<file path="src/rtl/jtkunio_sndcmd_pkg.sv">
// Shared types for the sound command channel: per-side handshake states and
// the width of the queue occupancy count.
package jtkunio_sndcmd_pkg;

  localparam int CW = 5;

  typedef enum logic {
    WIDLE = 1'b0,
    WHELD = 1'b1
  } wst_t;

  typedef enum logic {
    RIDLE = 1'b0,
    RACT  = 1'b1
  } rdst_t;

endpackage

</file>
<file path="src/rtl/jtkunio_sndcmd_fifo.sv">
// DEPTH x 8 register FIFO. Occupancy comes from cnt, never from pointer
// equality, so full and empty stay unambiguous when the pointers wrap.
module jtkunio_sndcmd_fifo
  import jtkunio_sndcmd_pkg::*;
#(
  parameter int DEPTH = 1,
  parameter int AW    = 4
) (
  input  logic          clk,
  input  logic          rst,
  input  logic          push,
  input  logic          pop,
  input  logic [7:0]    din,
  output logic [7:0]    head,
  output logic [CW-1:0] cnt,
  output logic [CW-1:0] cnt_nx,
  output logic          full
);

  logic [7:0]    mem [0:(2**AW)-1];
  logic [AW-1:0] wr_ptr_q, wr_ptr_d;
  logic [AW-1:0] rd_ptr_q, rd_ptr_d;
  logic [CW-1:0] cnt_q, cnt_d;
  logic          empty;
  logic          do_push, do_pop;

  function automatic logic [AW-1:0] next_ptr(input logic [AW-1:0] p);
    return (p == AW'(DEPTH - 1)) ? '0 : p + 1'b1;
  endfunction

  assign empty = (cnt_q == '0);
  assign full  = (cnt_q == CW'(DEPTH));

  // A pop frees a slot in the same cycle, so a push while full is accepted then.
  assign do_pop  = pop & ~empty;
  assign do_push = push & (~full | do_pop);

  always_comb begin
    wr_ptr_d = wr_ptr_q;
    rd_ptr_d = rd_ptr_q;
    cnt_d    = cnt_q;
    if (do_push) wr_ptr_d = next_ptr(wr_ptr_q);
    if (do_pop)  rd_ptr_d = next_ptr(rd_ptr_q);
    case ({do_push, do_pop})
      2'b10:   cnt_d = cnt_q + 1'b1;
      2'b01:   cnt_d = cnt_q - 1'b1;
      default: cnt_d = cnt_q;
    endcase
  end

  always_ff @(posedge clk or posedge rst) begin
    if (rst) begin
      wr_ptr_q <= '0;
      rd_ptr_q <= '0;
      cnt_q    <= '0;
    end else begin
      wr_ptr_q <= wr_ptr_d;
      rd_ptr_q <= rd_ptr_d;
      cnt_q    <= cnt_d;
    end
  end

  always_ff @(posedge clk) begin
    if (do_push) mem[wr_ptr_q] <= din;
  end

  assign head   = mem[rd_ptr_q];
  assign cnt    = cnt_q;
  assign cnt_nx = cnt_d;

endmodule

</file>
<file path="src/rtl/jtkunio_sndcmd.sv">
// Sound-side command latch/queue: one push per main-CPU strobe, one pop per
// sound-CPU read (issued as the read ends), IRQ while anything is queued.
module jtkunio_sndcmd
  import jtkunio_sndcmd_pkg::*;
#(
  parameter int DEPTH = 1,
  parameter int AW    = 4
) (
  input  logic       clk,
  input  logic       rst,
  input  logic       main_we,
  input  logic [7:0] main_dout,
  input  logic       snd_cs,
  input  logic       snd_rnw,
  output logic [7:0] dout,
  output logic       irq,
  output logic       irqn,
  output logic [4:0] cnt,
  output logic       ovf
);

  wst_t          wst_q, wst_d;
  rdst_t         rdst_q, rdst_d;
  logic          rd_q;
  logic [7:0]    dout_q, dout_d;
  logic          irq_q, irq_d;
  logic          ovf_q, ovf_d;
  logic          push, pop, fifo_pop;
  logic [7:0]    head;
  logic [CW-1:0] fifo_cnt, fifo_cnt_nx;
  logic          full;

  // Write side resets to WHELD so a strobe still high out of reset is ignored.
  always_ff @(posedge clk or posedge rst) begin
    if (rst) begin
      wst_q  <= WHELD;
      rdst_q <= RIDLE;
      rd_q   <= 1'b0;
      dout_q <= '0;
      irq_q  <= 1'b0;
      ovf_q  <= 1'b0;
    end else begin
      wst_q  <= wst_d;
      rdst_q <= rdst_d;
      rd_q   <= snd_cs & snd_rnw;
      dout_q <= dout_d;
      irq_q  <= irq_d;
      ovf_q  <= ovf_d;
    end
  end

  always_comb begin
    wst_d = wst_q;
    case (wst_q)
      WIDLE:   if (main_we)  wst_d = WHELD;
      WHELD:   if (!main_we) wst_d = WIDLE;
      default: wst_d = WHELD;
    endcase
    rdst_d = rdst_q;
    case (rdst_q)
      RIDLE:   if (rd_q)  rdst_d = RACT;
      RACT:    if (!rd_q) rdst_d = RIDLE;
      default: rdst_d = RIDLE;
    endcase
  end

  always_comb begin
    push = (wst_q == WIDLE) && main_we;
    pop  = (rdst_q == RACT) && !rd_q;
  end

  // Single-latch mode: a push into a full latch is a replace, i.e. pop+push.
  assign fifo_pop = pop | ((DEPTH == 1) && push && full);

  jtkunio_sndcmd_fifo #(
    .DEPTH (DEPTH),
    .AW    (AW)
  ) u_fifo (
    .clk    (clk),
    .rst    (rst),
    .push   (push),
    .pop    (fifo_pop),
    .din    (main_dout),
    .head   (head),
    .cnt    (fifo_cnt),
    .cnt_nx (fifo_cnt_nx),
    .full   (full)
  );

  always_comb begin
    ovf_d  = ovf_q | (push & full & ~pop);
    irq_d  = (fifo_cnt_nx != '0);
    dout_d = (fifo_cnt != '0) ? head : dout_q;
  end

  assign dout = dout_q;
  assign irq  = irq_q;
  assign irqn = ~irq_q;
  assign cnt  = fifo_cnt;
  assign ovf  = ovf_q;

endmodule
</file>
<file path="config.mk">
export PLATFORM = sky130hd
export DESIGN_NAME = jtkunio_sndcmd
export DESIGN_NICKNAME = d
export VERILOG_FILES = /design/src/rtl/jtkunio_sndcmd_pkg.sv /design/src/rtl/jtkunio_sndcmd_fifo.sv /design/src/rtl/jtkunio_sndcmd.sv
export SDC_FILE = /design/constraint.sdc
export NUM_CORES = 1
export LEC_CHECK = 0
export ABC_AREA = 0
export CORE_MARGIN = 2
export CORE_UTILIZATION = 35
export CTS_BUF_LIST = sky130_fd_sc_hd__clkbuf_4
export DETAILED_ROUTE_END_ITERATION = 7
export SLEW_MARGIN = 25
export SYNTH_ARGS = -nofsm -noshare
export SYNTH_HDL_FRONTEND = slang
export SYNTH_SLANG_ARGS = --single-unit
</file>
<file path="constraint.sdc">
create_clock -name clk -period 3.1 [get_ports clk]
set_clock_uncertainty 0.2 [all_clocks]
set_input_delay 0.465 -clock clk [delete_from_list [all_inputs] [get_ports clk]]
set_output_delay 0.465 -clock clk [all_outputs]
set_load 0.05 [all_outputs]
</file>
==> results of run 1 <==
-- routing by layer --
metal | wire length (um) | vias to the layer above | global-route usage [%]
met5 | 0 | - | 0
met4 | 149 | 0 | 5.316
met3 | 470 | 10 | 2.959
met2 | 6490 | 89 | 22.37
met1 | 5974 | 1830 | 18.83
li1 | - | 1675 | -
-- worst reg2reg max path, delay by kind of cell, from the launching register on --
family / cells / cell delay (ns)
and+or+nand+nor: 3 / 0.90
DFF: 1 / 0.51
AOI/OAI and AO/OA: 2 / 0.51
adders and majority gates: 2 / 0.38
muxes: 1 / 0.26
buffers and inverters: 2 / 0.15
-- worst max path at each step --
stage | slack (ns) | start | endpoint | depth (start not counted)
finish | 0.06 | u_fifo.cnt[0] | irq | 10
global route | -0.04 | u_fifo.cnt[0] | irq | 10
CTS | 0.007 | u_fifo.cnt[0] | irq | 10
detailed placement | -0.14 | main_we | irq | 9
global placement | -0.07 | main_we | irq | 9
floorplan | 0.0002 | u_fifo.cnt[1] | irq | 10
-- power groups by stage --
stage | clock network [mW] | registers, mW | logic [mW]
2_1_floorplan | 0 | 2.93 | 1.63
3_3_place_gp | 0 | 2.81 | 2.52
3_5_place_dp | 0 | 2.82 | 2.54
4_1_cts | 1.24 | 2.77 | 2.57
5_1_grt | 1.34 | 2.81 | 2.79
6_report | 1.20 | 2.77 | 2.59
-- repair_timing --
action,CTS,global route
buffers inserted,2,0
pin swaps,1,0
resized for setup,1,7
setup endpoints to repair,1,1
-- cell type report --
class / count / area (um^2)
Multi-Input combinational cell: 197 / 1823
Timing Repair Buffer: 67 / 576.8
Antenna cell: 1 / 2.502
Clock inverter: 14 / 145.1
Fill cell: 1593 / 10420
Clock buffer: 18 / 135.1
Sequential cell: 154 / 4506
Inverter: 19 / 73.82
Tap cell: 229 / 286.5
-- registers in the layout (all words and copies together), names as in the netlist, 4 cells and up --
| signal | cells |
|---|---|
| dout | 8 |
| u_fifo.mem | 128 |
| u_fifo.cnt | 5 |
| u_fifo.rd_ptr_q | 4 |
| u_fifo.wr_ptr_q | 4 |
-- cells by family (layout without fill, tap and decap cells) --
family | Yosys count | count (layout) | synth area share [%]
AOI/OAI and AO/OA | 51 | 51 | 5.665
xor gates and xnor gates | 2 | 2 | 0.2726
adders and majority gates | 12 | 12 | 2.336
buffers and inverters | 42 | 118 | 2.901
DFF | 154 | 154 | 69.94
muxes | 45 | 45 | 11.50
other | 0 | 1 | 0
and+or+nand+nor | 87 | 87 | 7.378
-- layout by cell type, fill, tap and decap left out, types with 2 or more instances in the layout --
cell type,count
xnor2_1,2
ha_1,9
bufinv_16,2
nand2_1,15
a31oi_1,5
nor3_1,17
and3_1,2
buf_4,38
nor2_1,14
dfrtp_2,5
nor3b_1,11
a211oi_1,10
clkdlybuf4s50_1,28
clkinv_4,2
clkbuf_4,18
clkinv_1,5
nor4_1,4
o221ai_1,5
mux4_2,22
nor2b_1,3
inv_2,2
inv_1,13
edfxtp_1,128
mux2_2,10
nand4_1,4
o21ai_0,9
inv_6,3
a22oi_1,4
ha_4,2
nand3_1,7
clkinv_2,3
dfrtp_1,19
a21oi_1,6
mux2i_1,12
==> results.md, run 1 <==
- Psw: 2.451 mW
- Clock Tree Root: clkbuf_4
- Site Rows: 49
- DP Cell Count: 664
- Synth area leaders: edfxtp_1, dfrtp_1, mux4_2, ha_1, mux2i_1
- Post-synth top cells: edfxtp_1, dfrtp_1, mux4_2, inv_1, nor3_1
- Max stage delay cell, worst path: dfrtp_4
- IO Pins: 29
- Peak supply drop: 0.7305 mV
- Power density cells: 868.6 nW/um^2
- CP delay by family, top: simple AND/OR/NAND/NOR gates
- Max-cap violations: 0
- Clock Path Buffers: 2
- Yosys top cell area share: 59.80%
- Height of the die: 139.5 um
- DRT antenna net count: 0
- Maximum number of pins on one net before global-route repair: 38
- Sw Share: 37.38%
- CP Buf/Inv Count: 2
- Final Cell Area: 7548 um^2
- TritonCTS Sinks: 154
- Crit share post-route: 98.10%
- Grt ovf: 0
- DIE AREA: 19,460 um^2
- Tightest Pin Transition: 0.8862 ns
- Fin crit period: 3.041 ns
- Routed WL: 13,090 um
- Fin util: 42.02%
- Combinational fraction of design power: 39.5%
- Placer Congestion: 0.7676
- Ys async rst share: 16.88%
- RSZ-0062 raised after global routing: yes
- Fin cells: 699
- Vias: 3,604
- Pre-CTS WS: -0.1411 ns
- Most used cell, CP: ha_4
- CP startpoint kind: register
- Share of post-route cells with drive strength above 1: 27.29%
- Critical Path RT: 3.32 ns
- Hold slack: 0.07871 ns
- FF-to-FF End: irq
- Initial antenna violation count: 1
- Initial core utilization: 35.78%
- Worst setup margin: 0.05883 ns
- Critical path's largest stage delay: 0.51 ns
- Vias in the first global route: 3,616
- Power Total: 6.557 mW
- Rel. slew slack: 40.56%
- Status: complete, no violations
- Top_reg_cell synth: edfxtp_1
- Final Net Count: 481
- Yosys cell types: 49
- Sequential fraction of design power: 42.2%
- Pre-Repair DR Iteration Count: 5
- Synth Warn #: 0
- Routed len/inst: 18.72 um
- Worst R2R Path Depth: 10
- Synthesized area: 6427 um^2
- Worst EP arrival: 3.26 ns
- Max Fclk: 328.8 MHz
- Seq/Total Area, Yosys: 69.94%
- First-pass GRT wire length: 20,440 um
- Most frequent cell after synthesis: edfxtp_1
- Clock-pin slew on the worst setup and hold paths: 0.13 ns
- Max-slew violations: 0
- Final Hold Viols: 0
- H-tree Lvls: 4
- Clock Power Share: 18.4%
- #FFs+latches synth: 154
- Initial drt markers: 309
- Area grow syn2layout: 17.44%
- HPWL Detailed: 8603 um
- Yosys top cell by area: edfxtp_1
- R2R setup slack: 0.06 ns
- Min-Delay Path Class: input port to asynchronous set/reset pin
- # hold bufs at CTS: 0
- Internal power consumption: 4.106 mW
- Core area: 17,960 um^2
- TritonCTS clock tree: done
- Worst Setup Path Type: register to register
- Post-route DRC: 0
- Placed cell area: 7212 um^2
- Die width: 139.5 um
- Port buffer count: 28
- CP Max Fanout: 3
- Synth Net Count: 418
- Crit path capture type: register
- Global Route Usage Sum: 13.97%
- Synthesized area per cell: 16.35 um^2
- Critical R2R Launch: u_fifo.cnt[0]
- Clk Latency, worst-skew pair: 0.55 ns
- Cells after synthesis: 393
- Final setup fails: 0
- Leak: 2.554 nW
- TritonCTS Buffers: 17
- Via-to-Cell Ratio: 5.156
- Setup_tns: 0 ns
- Crit-path cells: inv_4 -> ha_4 -> or4b_4 -> o21ai_4 -> inv_2 -> ha_4 -> nor2_2 -> mux2_4 -> a221o_1 -> or4_1
- Post-synth EDFFs: 128
Power figures use the tool's default switching activity.
==> inputs of run 2 (changes only) <==
--- a/config.mk
+++ b/config.mk
@@ -10,6 +10,7 @@
 export CORE_UTILIZATION = 35
 export CTS_BUF_LIST = sky130_fd_sc_hd__clkbuf_4
 export DETAILED_ROUTE_END_ITERATION = 7
+export SKIP_LAST_GASP = 1
 export SLEW_MARGIN = 25
 export SYNTH_ARGS = -nofsm -noshare
 export SYNTH_HDL_FRONTEND = slang
==> run 2 against run 1 <==
  * Fmax down 0.25%
  * Critical endpoint unchanged
  * Final area about the same
  * Highest routed layer unchanged
  * Wire length up 0.37%
  * Core utilization about the same
  * Sequential cell count unchanged
  * Via count down 0.58%
  * Power about the same
  * Register-to-register slack about the same
  * Cell count unchanged
  * Critical path depth up 1
  * Setup slack worse by 0.0076 ns
==> results.md, run 2 (synthesized netlist as in run 1, its figures left out) <==
- Sequential fraction of design power: 42.2%
- Site Rows: 49
- Area grow syn2layout: 17.34%
- Commonest non-fill, non-tap cell in the layout: edfxtp_1
- Crit share post-route: 98.35%
- Maximum number of pins on one net before global-route repair: 38
- Final Hold Viols: 0
- Crit-path cells: inv_4 -> ha_4 -> or4b_4 -> o21ai_4 -> inv_2 -> ha_4 -> buf_4 -> or3b_2 -> o41ai_2 -> a221o_1 -> or4_1
- Final Net Count: 481
- H-tree Lvls: 4
- FF-to-FF End: irq
- HPWL Detailed: 8603 um
- Placed cell area: 7212 um^2
- Routed WL: 13,130 um
- First-pass GRT wire length: 20,440 um
- # fillers: 1,593
- TritonCTS Buffers: 17
- TritonCTS clock tree: done
- Pre-Repair DR Iteration Count: 5
- Placer Congestion: 0.7676
- Critical Path RT: 3.32 ns
- Max stage delay cell, worst path: dfrtp_4
- Most flop-heavy register: u_fifo.mem
- Clock Tree Root: clkbuf_4
- Combinational fraction of design power: 39.4%
- Internal power consumption: 4.099 mW
- Grt ovf: 0
- Post-route DRC: 0
- Initial antenna violation count: 1
- Share of post-route cells with drive strength above 1: 27.08%
- Global Route Usage Sum: 13.97%
- Clock Power Share: 18.4%
- Final Cell Area: 7542 um^2
- Commonest non-fill, non-tap cells in the layout: edfxtp_1, buf_4, clkdlybuf4s50_1, mux4_2, dfrtp_1
- Core area: 17,960 um^2
- Initial core utilization: 35.78%
- Fin util: 41.99%
- Tightest Pin Transition: 0.9058 ns
- Routed len/inst: 18.79 um
- Pre-CTS WS: -0.1411 ns
- Worst Setup Path Type: register to register
- Rel. slew slack: 39.24%
- CP Max Fanout: 10
- Worst EP arrival: 3.27 ns
- Vias in the first global route: 3,616
- Max-slew violations: 0
- Peak supply drop: 0.7273 mV
- Height of the die: 139.5 um
- Clock-pin slew on the worst setup and hold paths: 0.13 ns
- Max Fclk: 328.0 MHz
- Status: complete, no violations
- DIE AREA: 19,460 um^2
- Port buffer count: 28
- DRT antenna net count: 0
- Power Total: 6.553 mW
- Crit path capture type: register
- Min-Delay Path Class: input port to asynchronous set/reset pin
- Most used cell, CP: ha_4
- R2R setup slack: 0.05 ns
- Clk Latency, worst-skew pair: 0.55 ns
- Initial drt markers: 335
- Die width: 139.5 um
- Via-to-Cell Ratio: 5.126
- Critical path's largest stage delay: 0.51 ns
- CP startpoint kind: register
- Critical R2R Launch: u_fifo.cnt[0]
- Psw: 2.455 mW
- Clock Path Buffers: 2
- Worst setup margin: 0.05119 ns
- Worst R2R Path Depth: 11
- Leak: 2.552 nW
- Power density cells: 868.9 nW/um^2
- Critical Path Start: u_fifo.cnt[0]
- Sw Share: 37.46%
- TritonCTS Sinks: 154
- RSZ-0062 raised after global routing: yes
- Sequential cell area: 4506 um^2
- Max reg flops: 128
- Final setup fails: 0
- Vias: 3,583
- Multi-input gate area: 1821 um^2
- IO Pins: 29
- Fin crit period: 3.049 ns
- Max-cap violations: 0
==> run 2: cell counts in the layout (fill, tap and decap cells not counted) <==
Identical to the previous run, type by type.
==> run 2: layer usage <==
metal | GRT usage [%] | up-vias | share of wire [%]
li1 | - | 1678 | -
met1 | 18.83 | 1818 | 46
met2 | 22.37 | 77 | 49
met3 | 2.959 | 10 | 3.3
met4 | 5.316 | 0 | 1.2
met5 | 0 | - | 0
==> run 2: area by class of cell <==
cell class,instances,share of cell area [%]
Tap cell,229,3.799
Clock inverter,14,1.924
Timing Repair Buffer,67,7.598
Clock buffer,18,1.792
Sequential cell,154,59.74
Inverter,19,0.9788
Multi-Input combinational cell,197,24.14
Antenna cell,1,0.03318
==> run 2: power groups by stage <==
stage	clock [mW]	sequential (mW)	combinational, mW
final	1.21	2.77	2.58
after global routing	1.34	2.81	2.78
after CTS	1.24	2.77	2.57
after detailed placement	0	2.82	2.54
after global placement	0	2.81	2.52
after floorplan	0	2.93	1.63
==> run 2: per-stage QoR <==
stage	std cells	hold WS, ns	setup TNS (ns)
after floorplan	393	0.1537	0
after CTS	698	0.08314	0
final	699	0.08120	0
after detailed placement	664	0.1914	-0.1841
after global routing	699	0.07791	-0.06617
after global placement	664	0.1835	-0.07404
==> run 2: worst max-delay path, delay by kind of cell (launching register included) <==
| kind | cells | cell delay, ns |
|---|---|---|
| compound gates | 3 | 0.52 |
| fa+ha+maj | 2 | 0.37 |
| simple gates | 3 | 1.01 |
| buf+inv | 3 | 0.31 |
| flops | 1 | 0.51 |
==> run 2: timing repair <==
action / CTS / global route
buffers inserted: 2 / 0
pin swaps: 1 / 0
resized for setup: 1 / 5
endpoints found under the setup margin: 1 / 1
cloned: 0 / 0
hold buffers: 0 / 0
==> run 2: how the worst max path moves through the flow <==
stage                to  cells after the start
global placement    irq                      9
CTS                 irq                     10
floorplan           irq                     10
detailed placement  irq                      9
global route        irq                     10
finish              irq                     11
==> inputs of run 3 (changes only) <==
--- a/config.mk
+++ b/config.mk
@@ -6,10 +6,13 @@
 export NUM_CORES = 1
 export LEC_CHECK = 0
 export ABC_AREA = 0
+export CELL_PAD_IN_SITES_DETAIL_PLACEMENT = 1
+export CELL_PAD_IN_SITES_GLOBAL_PLACEMENT = 1
 export CORE_MARGIN = 2
 export CORE_UTILIZATION = 35
 export CTS_BUF_LIST = sky130_fd_sc_hd__clkbuf_4
 export DETAILED_ROUTE_END_ITERATION = 7
+export PLACE_DENSITY_LB_ADDON = 0.1
 export SKIP_LAST_GASP = 1
 export SLEW_MARGIN = 25
 export SYNTH_ARGS = -nofsm -noshare
==> run 3 against run 2 <==
  * First-iteration DRC count is 38% lower
  * Sequential cell count stayed put
  * Setup slack worse by 0.021 ns
  * Sequential power hardly changed
  * Clock-buffer cell count is 1 higher
  * Clock power is 16% higher
  * Wire length is 13% higher
  * Final area is 1.6% higher
  * Sequential share of layout area is 0.97 points lower
  * Largest power group unchanged
  * Critical endpoint unchanged
  * Power is 4.9% higher
==> results.md, run 3 (synthesized netlist as in run 1, its figures left out) <==
- Initial core utilization: 35.78%
- Combinational fraction of design power: 39.3%
- Max Fclk: 325.7 MHz
- Post-route DRC: 0
- # hold bufs at CTS: 0
- Psw: 2.547 mW
- TritonCTS Buffers: 17
- Clk Latency, worst-skew pair: 0.54 ns
- DIE AREA: 19,460 um^2
- Placer Congestion: 0.7098
- Die width: 139.5 um
- Sw Share: 37.06%
- Site Rows: 49
- Tightest Pin Transition: 0.6900 ns
- Share of post-route cells with drive strength above 1: 28.84%
- Clock Power Share: 20.4%
- Most flop-heavy register: u_fifo.mem
- Internal power consumption: 4.326 mW
- Routed WL: 14,820 um
- Final Net Count: 487
- Critical Path RT: 3.33 ns
- Vias in the first global route: 3,903
- Final Hold Viols: 0
- Min-Delay Path Class: input port to asynchronous set/reset pin
- Core area: 17,960 um^2
- Crit share post-route: 99.03%
- Power density cells: 896.6 nW/um^2
- Height of the die: 139.5 um
- H-tree Lvls: 4
- Critical path's largest stage delay: 0.51 ns
- Routed len/inst: 21.02 um
- Commonest non-fill, non-tap cells in the layout: edfxtp_1, buf_4, clkdlybuf4s50_1, mux4_2
- Maximum number of pins on one net before global-route repair: 26
- Max stage delay cell, worst path: dfrtp_4
- RSZ-0062 raised after global routing: yes
- TritonCTS Sinks: 154
- Initial drt markers: 208
- Most used cell, CP: ha_4
- Crit path capture type: register
- Setup_tns: 0 ns
- Peak supply drop: 0.6428 mV
- Leak: 2.601 nW
- Worst EP arrival: 3.30 ns
- Grt ovf: 0
- Commonest non-fill, non-tap cell in the layout: edfxtp_1
- Via-to-Cell Ratio: 5.156
- Rel. slew slack: 53.86%
- CP startpoint kind: register
- Max-slew violations: 0
- Final Cell Area: 7666 um^2
- Status: complete, no violations
- Port buffer count: 28
- CP Max Fanout: 3
- Pre-Repair DR Iteration Count: 4
- First-pass GRT wire length: 23,200 um
- Area grow syn2layout: 19.27%
- Clock-pin slew on the worst setup and hold paths: 0.13 ns
- Vias: 3,635
- Crit-path cells: inv_4 -> ha_4 -> or4b_4 -> o21ai_4 -> inv_2 -> ha_4 -> nor2_1 -> mux2_4 -> a221o_1 -> or4_1
- Fin crit period: 3.070 ns
- Fin util: 42.68%
- Worst Setup Path Type: register to register
- Final setup fails: 0
- Initial antenna violation count: 1
- Max-cap violations: 0
- Sequential cell area: 4506 um^2
- TritonCTS clock tree: done
- # fillers: 1,800
- Clock Tree Root: clkbuf_4
- DRT antenna net count: 0
- Clock Path Buffers: 2
- Placed cell area: 7268 um^2
- Max reg flops: 128
- Global Route Usage Sum: 16.06%
- IO Pins: 29
- Multi-input gate area: 1843 um^2
- HPWL Detailed: 9907 um
- Sequential fraction of design power: 40.3%
run 3: cell count changes in the layout (fill, tap and decap cells not counted), moves of 2 or more:
cell | before | now
buf_4 | 39 | 44
clkinv_1 | 5 | 2
clkinvlp_4 | 1 | 4
nor4_1 | 4 | 1
nor4_2 | 1 | 4
bufinv_16 | 2 | 4
clkinv_2 | 3 | 1
run 3: power groups by stage:
stage | registers [mW] | logic (mW) | clock network [mW]
finish | 2.77 | 2.70 | 1.40
global route | 2.82 | 2.92 | 1.54
CTS | 2.78 | 2.67 | 1.45
detailed placement | 2.83 | 2.65 | 0
global placement | 2.83 | 2.63 | 0
floorplan | 2.93 | 1.63 | 0
run 3: area by class of cell:
cell class | count | share of cell area, %
Clock inverter | 13 | 2.481
Sequential cell | 154 | 58.77
Clock buffer | 19 | 1.861
Timing Repair Buffer | 73 | 8.112
Antenna cell | 1 | 0.03264
Multi-Input combinational cell | 197 | 24.04
Inverter | 19 | 0.9630
Tap cell | 229 | 3.738
run 3: worst paths after layout:
check / startpoint / to / slack, ns / cells past startpoint
min in group clk: main_we / wst_q / 0.14 / 1
max in group asynchronous: rst / u_fifo.rd_ptr_q[1] / 1.97 / 3
max reg2reg: u_fifo.cnt[0] / irq / 0.03 / 10
min: rst / ovf / 0.09 / 2
max: u_fifo.cnt[0] / irq / 0.03 / 10
min reg2reg: rd_q / rdst_q / 0.21 / 0
run 3: critical path, delay by kind of cell (launching register included):
family / cells / cell delay (ns)
multiplexers: 1 / 0.27
buffers and inverters: 2 / 0.15
AND/OR/NAND/NOR: 3 / 0.93
adder cells (fa/ha/maj): 2 / 0.38
flip-flops: 1 / 0.51
AO/OA/AOI/OAI: 2 / 0.52
run 3: per-layer routing:
| metal | global-route usage (%) | routed length (um) | vias to the layer above |
|---|---|---|---|
| met1 | 23.08 | 7313 | 1890 |
| met3 | 3.269 | 393 | 10 |
| met4 | 4.625 | 155 | 0 |
| li1 | - | - | 1684 |
| met5 | 0 | 0 | - |
| met2 | 24.90 | 6955 | 51 |
run 3: metrics by stage:
stage | setup slack, ns | std cells | hold slack (ns) | power, mW
finish | 0.03003 | 705 | 0.09431 | 6.873
global route | -0.06285 | 705 | 0.09205 | 7.280
CTS | 0.004148 | 701 | 0.08079 | 6.907
detailed placement | -0.1529 | 669 | 0.1909 | 5.483
global placement | -0.09014 | 669 | 0.1773 | 5.454
floorplan | 0.0001892 | 393 | 0.1537 | 4.564
run 3: what timing repair did:
| item | 4_1_cts | 5_1_grt |
|---|---|---|
| pin swaps | 2 | 2 |
| cloned | 0 | 0 |
| gates resized for setup | 2 | 5 |
| buffers inserted | 0 | 3 |
| endpoints found under the setup margin | 1 | 1 |
